File: src/rtl/psum_accum_ctrl.sv
// psum_accum_ctrl: partial-sum read-modify-write controller with an in-order pending-read queue.
// PSUM_ACCUM_SAT_EN: when defined, accumulate sums saturate instead of wrapping.
module psum_accum_ctrl #(
    parameter int ADDR_WIDTH = 32,
    parameter int DATA_WIDTH = 32,
    parameter int PEND_DEPTH = 4
) (
    input  logic                  clk,
    input  logic                  rst_n,
    input  logic                  cfg_start,
    input  logic [ADDR_WIDTH-1:0] cfg_num,
    input  logic [DATA_WIDTH-1:0] in_dat,
    input  logic [ADDR_WIDTH-1:0] in_add,
    input  logic                  in_first,
    input  logic                  in_vld,
    output logic                  in_rdy,
    output logic [ADDR_WIDTH-1:0] psumctrl_radd,
    output logic                  psumctrl_rden,
    input  logic [DATA_WIDTH-1:0] psumctrl_odat,
    input  logic                  psumctrl_ovld,
    output logic [ADDR_WIDTH-1:0] psumctrl_wadd,
    output logic                  psumctrl_wren,
    output logic [DATA_WIDTH-1:0] psumctrl_wdat,
    output logic                  busy,
    output logic                  done,
    output logic                  err
);
    localparam int PW = $clog2(PEND_DEPTH);

    typedef enum logic [1:0] {IDLE, RUN, DRAIN, DONE} state_t;
    state_t state, state_nx;

    logic [ADDR_WIDTH-1:0] cfg_num_q, wr_cnt;
    logic                  iss_vld, iss_first;
    logic [ADDR_WIDTH-1:0] iss_add;
    logic [DATA_WIDTH-1:0] iss_dat;
    logic [ADDR_WIDTH-1:0] q_add [PEND_DEPTH];
    logic [DATA_WIDTH-1:0] q_dat [PEND_DEPTH];
    logic [PEND_DEPTH-1:0] q_v;
    logic [PW-1:0]         rd_ptr, wr_ptr;
    logic                  wr_vld;
    logic [ADDR_WIDTH-1:0] wr_add;
    logic [DATA_WIDTH-1:0] wr_dat;
    logic                  q_empty, q_full, pop, push, iss_mv, hazard, last, drained, accept, start_ok;
    logic [DATA_WIDTH-1:0] head_dat, raw_sum, acc_sum;

    assign q_empty  = ~|q_v;
    assign q_full   = &q_v;
    assign pop      = psumctrl_ovld && busy && !q_empty;
    assign push     = iss_vld && !iss_first;
    // a first beat may only claim the write port in a cycle with no read return
    assign iss_mv   = iss_vld && iss_first && !psumctrl_ovld;
    assign last     = (wr_cnt + ADDR_WIDTH'(wr_vld)) == cfg_num_q;
    assign drained  = !iss_vld && q_empty && !wr_vld;
    assign accept   = in_vld && in_rdy;
    assign start_ok = (state == IDLE) && cfg_start;

    assign psumctrl_rden = push;
    assign psumctrl_radd = iss_add;
    assign psumctrl_wren = wr_vld;
    assign psumctrl_wadd = wr_add;
    assign psumctrl_wdat = wr_dat;

    assign head_dat = q_dat[rd_ptr];
    assign raw_sum  = head_dat + psumctrl_odat;
`ifdef PSUM_ACCUM_SAT_EN
    logic ovf;
    assign ovf     = (head_dat[DATA_WIDTH-1] == psumctrl_odat[DATA_WIDTH-1]) &&
                     (raw_sum[DATA_WIDTH-1] != head_dat[DATA_WIDTH-1]);
    assign acc_sum = !ovf ? raw_sum :
                     head_dat[DATA_WIDTH-1] ? {1'b1, {(DATA_WIDTH-1){1'b0}}} : {1'b0, {(DATA_WIDTH-1){1'b1}}};
`else
    assign acc_sum = raw_sum;
`endif

    always_comb begin
        hazard = (iss_vld && iss_add == in_add) || (wr_vld && wr_add == in_add);
        for (int i = 0; i < PEND_DEPTH; i++)
            hazard = hazard || (q_v[i] && q_add[i] == in_add);
    end

    always_ff @(posedge clk or negedge rst_n) begin
        if (!rst_n)
            state <= IDLE;
        else
            state <= state_nx;
    end

    always_comb begin
        state_nx = (state == IDLE)  ? (cfg_start ? ((cfg_num == '0) ? DONE : RUN) : IDLE) :
                   (state == RUN)   ? (last ? DRAIN : RUN) :
                   (state == DRAIN) ? (drained ? DONE : DRAIN) : IDLE;
    end

    always_comb begin
        in_rdy = (state == RUN) && !iss_vld && !q_full && !hazard && !last;
        busy   = (state == RUN) || (state == DRAIN);
        done   = (state == DONE);
    end

    always_ff @(posedge clk or negedge rst_n) begin
        if (!rst_n) begin
            q_v    <= '0;
            rd_ptr <= '0;
            wr_ptr <= '0;
            for (int i = 0; i < PEND_DEPTH; i++) begin
                q_add[i] <= '0;
                q_dat[i] <= '0;
            end
        end else begin
            if (push) begin
                q_add[wr_ptr] <= iss_add;
                q_dat[wr_ptr] <= iss_dat;
                wr_ptr        <= wr_ptr + PW'(1);
            end
            if (pop)
                rd_ptr <= rd_ptr + PW'(1);
            q_v <= (q_v & ~(PEND_DEPTH'(pop) << rd_ptr)) | (PEND_DEPTH'(push) << wr_ptr);
        end
    end

    always_ff @(posedge clk or negedge rst_n) begin
        if (!rst_n) begin
            cfg_num_q <= '0;
            wr_cnt    <= '0;
            err       <= 1'b0;
            iss_vld   <= 1'b0;
            iss_first <= 1'b0;
            iss_add   <= '0;
            iss_dat   <= '0;
            wr_vld    <= 1'b0;
            wr_add    <= '0;
            wr_dat    <= '0;
        end else begin
            if (start_ok)
                cfg_num_q <= cfg_num;
            wr_cnt  <= start_ok ? '0 : wr_cnt + ADDR_WIDTH'(wr_vld);
            err     <= !start_ok && (err || (psumctrl_ovld && q_empty));
            iss_vld <= accept || (iss_vld && iss_first && psumctrl_ovld);
            if (accept) begin
                iss_add   <= in_add;
                iss_dat   <= in_dat;
                iss_first <= in_first;
            end
            wr_vld <= pop || iss_mv;
            if (pop || iss_mv) begin
                wr_add <= pop ? q_add[rd_ptr] : iss_add;
                wr_dat <= pop ? acc_sum : iss_dat;
            end
        end
    end
endmodule

File: config.mk
export PLATFORM = sky130hd
export DESIGN_NAME = psum_accum_ctrl
export DESIGN_NICKNAME = d
export VERILOG_FILES = /design/src/rtl/psum_accum_ctrl.sv
export SDC_FILE = /design/constraint.sdc
export NUM_CORES = 1
export LEC_CHECK = 0
export BUFFER_PORTS_ARGS = -buffer_cell sky130_fd_sc_hd__buf_2
export CAP_MARGIN = 20
export CORE_MARGIN = 2
export CORE_UTILIZATION = 43
export CTS_BUF_LIST = sky130_fd_sc_hd__clkbuf_8
export CTS_CLUSTER_SIZE = 16
export DETAILED_ROUTE_END_ITERATION = 16
export PLACE_DENSITY_LB_ADDON = 0.1
export SETUP_SLACK_MARGIN = 0.5
export SLEW_MARGIN = 20
export SYNTH_ARGS = -nofsm -noshare
export SYNTH_HDL_FRONTEND = slang
export SYNTH_SLANG_ARGS = --single-unit
File: constraint.sdc
create_clock -name clk -period 5.48 [get_ports clk]
set_clock_uncertainty 0.05 [all_clocks]
set_input_delay 0.274 -clock clk [delete_from_list [all_inputs] [get_ports clk]]
set_output_delay 0.274 -clock clk [all_outputs]
set_load 0.02 [all_outputs]
==> impl_metrics.toml <==
[power_and_ir_drop]
sequentialPowerShare_pct = 36.4
cellInternalPower_mw = 10.66
ir_drop_mv = 0.3018
swShare_pct = 40.94
power_density_mw_per_mm2 = 621.9
switching_power_mw = 7.392
power_frac_clock_pct = 18.5
power_frac_comb_pct = 45.1
p_leak_nw = 13.08

[synth]
synthArstFlopShare_pct = 100.0
synth_seq_cells = 462
synthCells = 2133
synth-edff-count = 0
yosysUniqueCellTypes = 77
syn_area_mm2 = 0.02446
synth-seq-area-share_pct = 47.26
syn_area_per_cell_um2 = 11.47
yosysWarnings = 0
synthFlopType = "dfrtp_1"
syn-num-nets = 2309

[timing]
slew_headroom_pct = 30.51
worst_pin_slew_ps = 1040
setup_ws_ps = 968.3
finalCritPeriodShare_pct = 82.33
tns_ps = 0
slew_violations = 0
hold_viol_final = 0
setup_violations = 0
fmax_ghz = 0.2216
final.min_clock_period_ps = 4512
rsz0062_at_grt = "false"
timing.hold.ws_ps = 72.46

[critical_path]
cp_data_required_time_ps = 5160
r2r_slack_ps = 1050
crit_path_end_kind = "output port"
max_stage_delay_ps = 490
critical_path.cell_chain = "ha_1 > ha_1 > and4_1 > nand3_2 > nor4_4 > xnor2_1 > a2111oi_2 > nand4b_1 > nand4b_4 > o21a_1 > buf_2"
reg2reg_depth = 13
path_class = "reg2out"
cp-start-kind = "register"
path_buf_inv = 1
path_delay_family = "simple AND/OR/NAND/NOR gates"
crit_arrival_ps = 4190
slowest_stage = "and4_1"
r2r-end = "psumctrl_wdat[31]"
r2r_start = "rd_ptr[0]"
cp_common_cell = "ha_1"
crit_fanout = 9

[placement]
gp_congestion = 0.9262
portBuffers = 235
dp_hpwl_mm = 50.21
place_area_mm2 = 0.02628
place_ws_ps = 929.5

[final_layout]
drive_gt1_share_pct = 29.86
area_delta_synth_final_pct = 18.67
fillers = 5073
nNetsFinal = 2611
layout.cell_area.non_filler_mm2 = 0.02903

[min_path]
hold_class = "in2reg"
hold_start = "psumctrl_odat[24]"
whs_endpoint = "psumctrl_wdat[24]"
hold_depth = 3

[die]
start_util_pct = 43.47
die_width_um = 242.5
die_area_mm2 = 0.05882
row_count = 87
pin_count = 236
die_h_um = 242.5
core_area_mm2 = 0.05628

[detailed_routing]
ant_nets = 0
wire_per_inst_um = 22.81
viasPerCell = 5.543
dr.pass1.iters = 7
wirelength_mm = 74.30
vias = 18050
drt-initial-drc-count = 1112
route.detailed.drc = 0

[global_route]
antenna_found_initial = 5
grt_max_degree = 157
gr-usage-met1_pct = 35.65
grt_pass1_wl_mm = 114.5
groute.usage.overall_pct = 25.35
grt_pass1_vias = 18570
met2_usage_pct = 39.47
top_usage_layer = "met2"
use_met3_pct = 5.140
grt-ovfl-total = 0

[cts]
htreeDepth = 3
cts_buffers = 86
postCtsSetupRepairBufs = 0
cts.sinks = 462
clk_latency_ps = 680
cts_max_path_buffers = 3
tritoncts = "done"
clk_pin_slew_worst_paths_ps = 60
cts_root_buf = "clkbuf_8"

[outcome]
outcome = "finished, final reports clean"

[run]
drv_cap = 0
[metrics by stage]
step	utilization (%)	std cells	total power, mW
after detailed placement	46.70	3001	14.66
after floorplan	-	2133	11.93
final	51.59	3257	18.05
after CTS	51.56	3254	18.15
after global placement	46.67	3000	14.48
after global routing	51.58	3256	19.22
[worst max path at each step]
stage	start	endpoint	slack, ps	cells after the start
2_1_floorplan	rd_ptr[0]	psumctrl_wdat[31]	630	14
3_3_place_gp	rd_ptr[0]	psumctrl_wdat[31]	1030	13
3_5_place_dp	rd_ptr[0]	psumctrl_wdat[31]	930	13
4_1_cts	rd_ptr[0]	psumctrl_wdat[31]	910	13
5_1_grt	psumctrl_wren	in_rdy	630	11
6_report	psumctrl_wren	in_rdy	970	11
[final cells by class]
cell class | instances | area, um^2 | share of cell area [%]
Multi-Input combinational cell | 1500 | 12270 | 42.27
Clock buffer | 107 | 1473 | 5.073
Tap cell | 756 | 945.9 | 3.258
Inverter | 27 | 101.3 | 0.3491
Timing Repair Buffer | 358 | 2427 | 8.361
Sequential cell | 462 | 11570 | 39.85
Antenna cell | 3 | 7.507 | 0.02586
Clock inverter | 44 | 236.5 | 0.8146
[flip-flops by register name, summed over array words and instances, names as in the netlist]
name,cells
q_add,128
q_dat,128
cfg_num_q,32
iss_dat,32
psumctrl_radd,32
psumctrl_wadd,32
psumctrl_wdat,32
wr_cnt,32
q_v,4
rd_ptr,2
state,2
wr_ptr,2
err,1
iss_first,1
iss_vld,1
psumctrl_wren,1
[worst min-delay path: stages]
cell and delay, ps:
buf_2 80, ha_1 270, a311oi_1 130
[placed cells by master (no fill, tap or decap), drive strengths merged, types with 6 or more instances in the layout]
master	netlist	routed
a211oi	6	6
a21boi	6	6
a21o	17	17
a21oi	30	30
a31oi	54	54
and2	9	9
and3	16	16
and4	6	6
buf	28	256
clkbuf	116	107
dfrtp	462	462
dlygate4sd3	0	102
ha	41	41
inv	27	66
mux2	318	318
mux2i	11	11
mux4	64	64
nand2	282	282
nand2b	10	10
nand3	35	35
nand4	57	57
nor2	109	109
nor3	11	11
nor4	36	36
o21a	7	7
o21ai	53	53
o31ai	7	7
xnor2	190	190
xor2	49	49
[logic make-up (layout without fill, tap and decap cells)]
family                     count (synthesis)  count (layout)  synth area share [%]
xor gates and xnor gates                 242             242                 8.843
other                                      0               3                     0
buffers and inverters                    171             536                 2.920
and+or+nand+nor                          596             596                 11.70
adders and majority gates                 42              42                 2.179
muxes                                    393             393                 20.98
DFF                                      462             462                 47.26
AOI/OAI and AO/OA                        227             227                 6.127
[synthesized netlist by cell type (all sizes together), types with 10 or more instances]
library cell / instances / area [um^2]
dfrtp: 462 / 11560
mux2: 318 / 3581
nand2: 282 / 1059
xnor2: 190 / 1664
clkbuf: 116 / 435.4
nor2: 109 / 409.1
mux4: 64 / 1441
nand4: 57 / 375.4
a31oi: 54 / 337.8
o21ai: 53 / 265.3
xor2: 49 / 429.2
ha: 41 / 513.0
nor4: 36 / 289.0
nand3: 35 / 197.7
a21oi: 30 / 150.1
buf: 28 / 177.7
inv: 27 / 101.4
a21o: 17 / 127.6
and3: 16 / 100.1
mux2i: 11 / 110.1
nor3: 11 / 65.06
nand2b: 10 / 62.56
[timing repair]
action / in CTS / in global routing
resized for setup: 0 / 1
setup endpoints to repair: 0 / 1
endpoints found under the hold margin: 198 / 0
hold buffers: 102 / 0
[power groups by stage]
| stage | registers (mW) | clock network, mW | logic [mW] |
|---|---|---|---|
| floorplan | 6.43 | 0 | 5.50 |
| global placement | 6.52 | 0 | 7.96 |
| detailed placement | 6.60 | 0 | 8.06 |
| CTS | 6.56 | 3.43 | 8.17 |
| global route | 6.80 | 3.59 | 8.83 |
| finish | 6.56 | 3.34 | 8.15 |
[per-layer routing]
metal  up-vias  wire length (um)  share of wire, %
li1       8209                 -                 -
met1      9267             33640                45
met2       452             34430                46
met5         -                45             0.061
met4         6              2007               2.7
met3       118              4171               5.6
No activity file was read; power rests on OpenSTA's default activity.
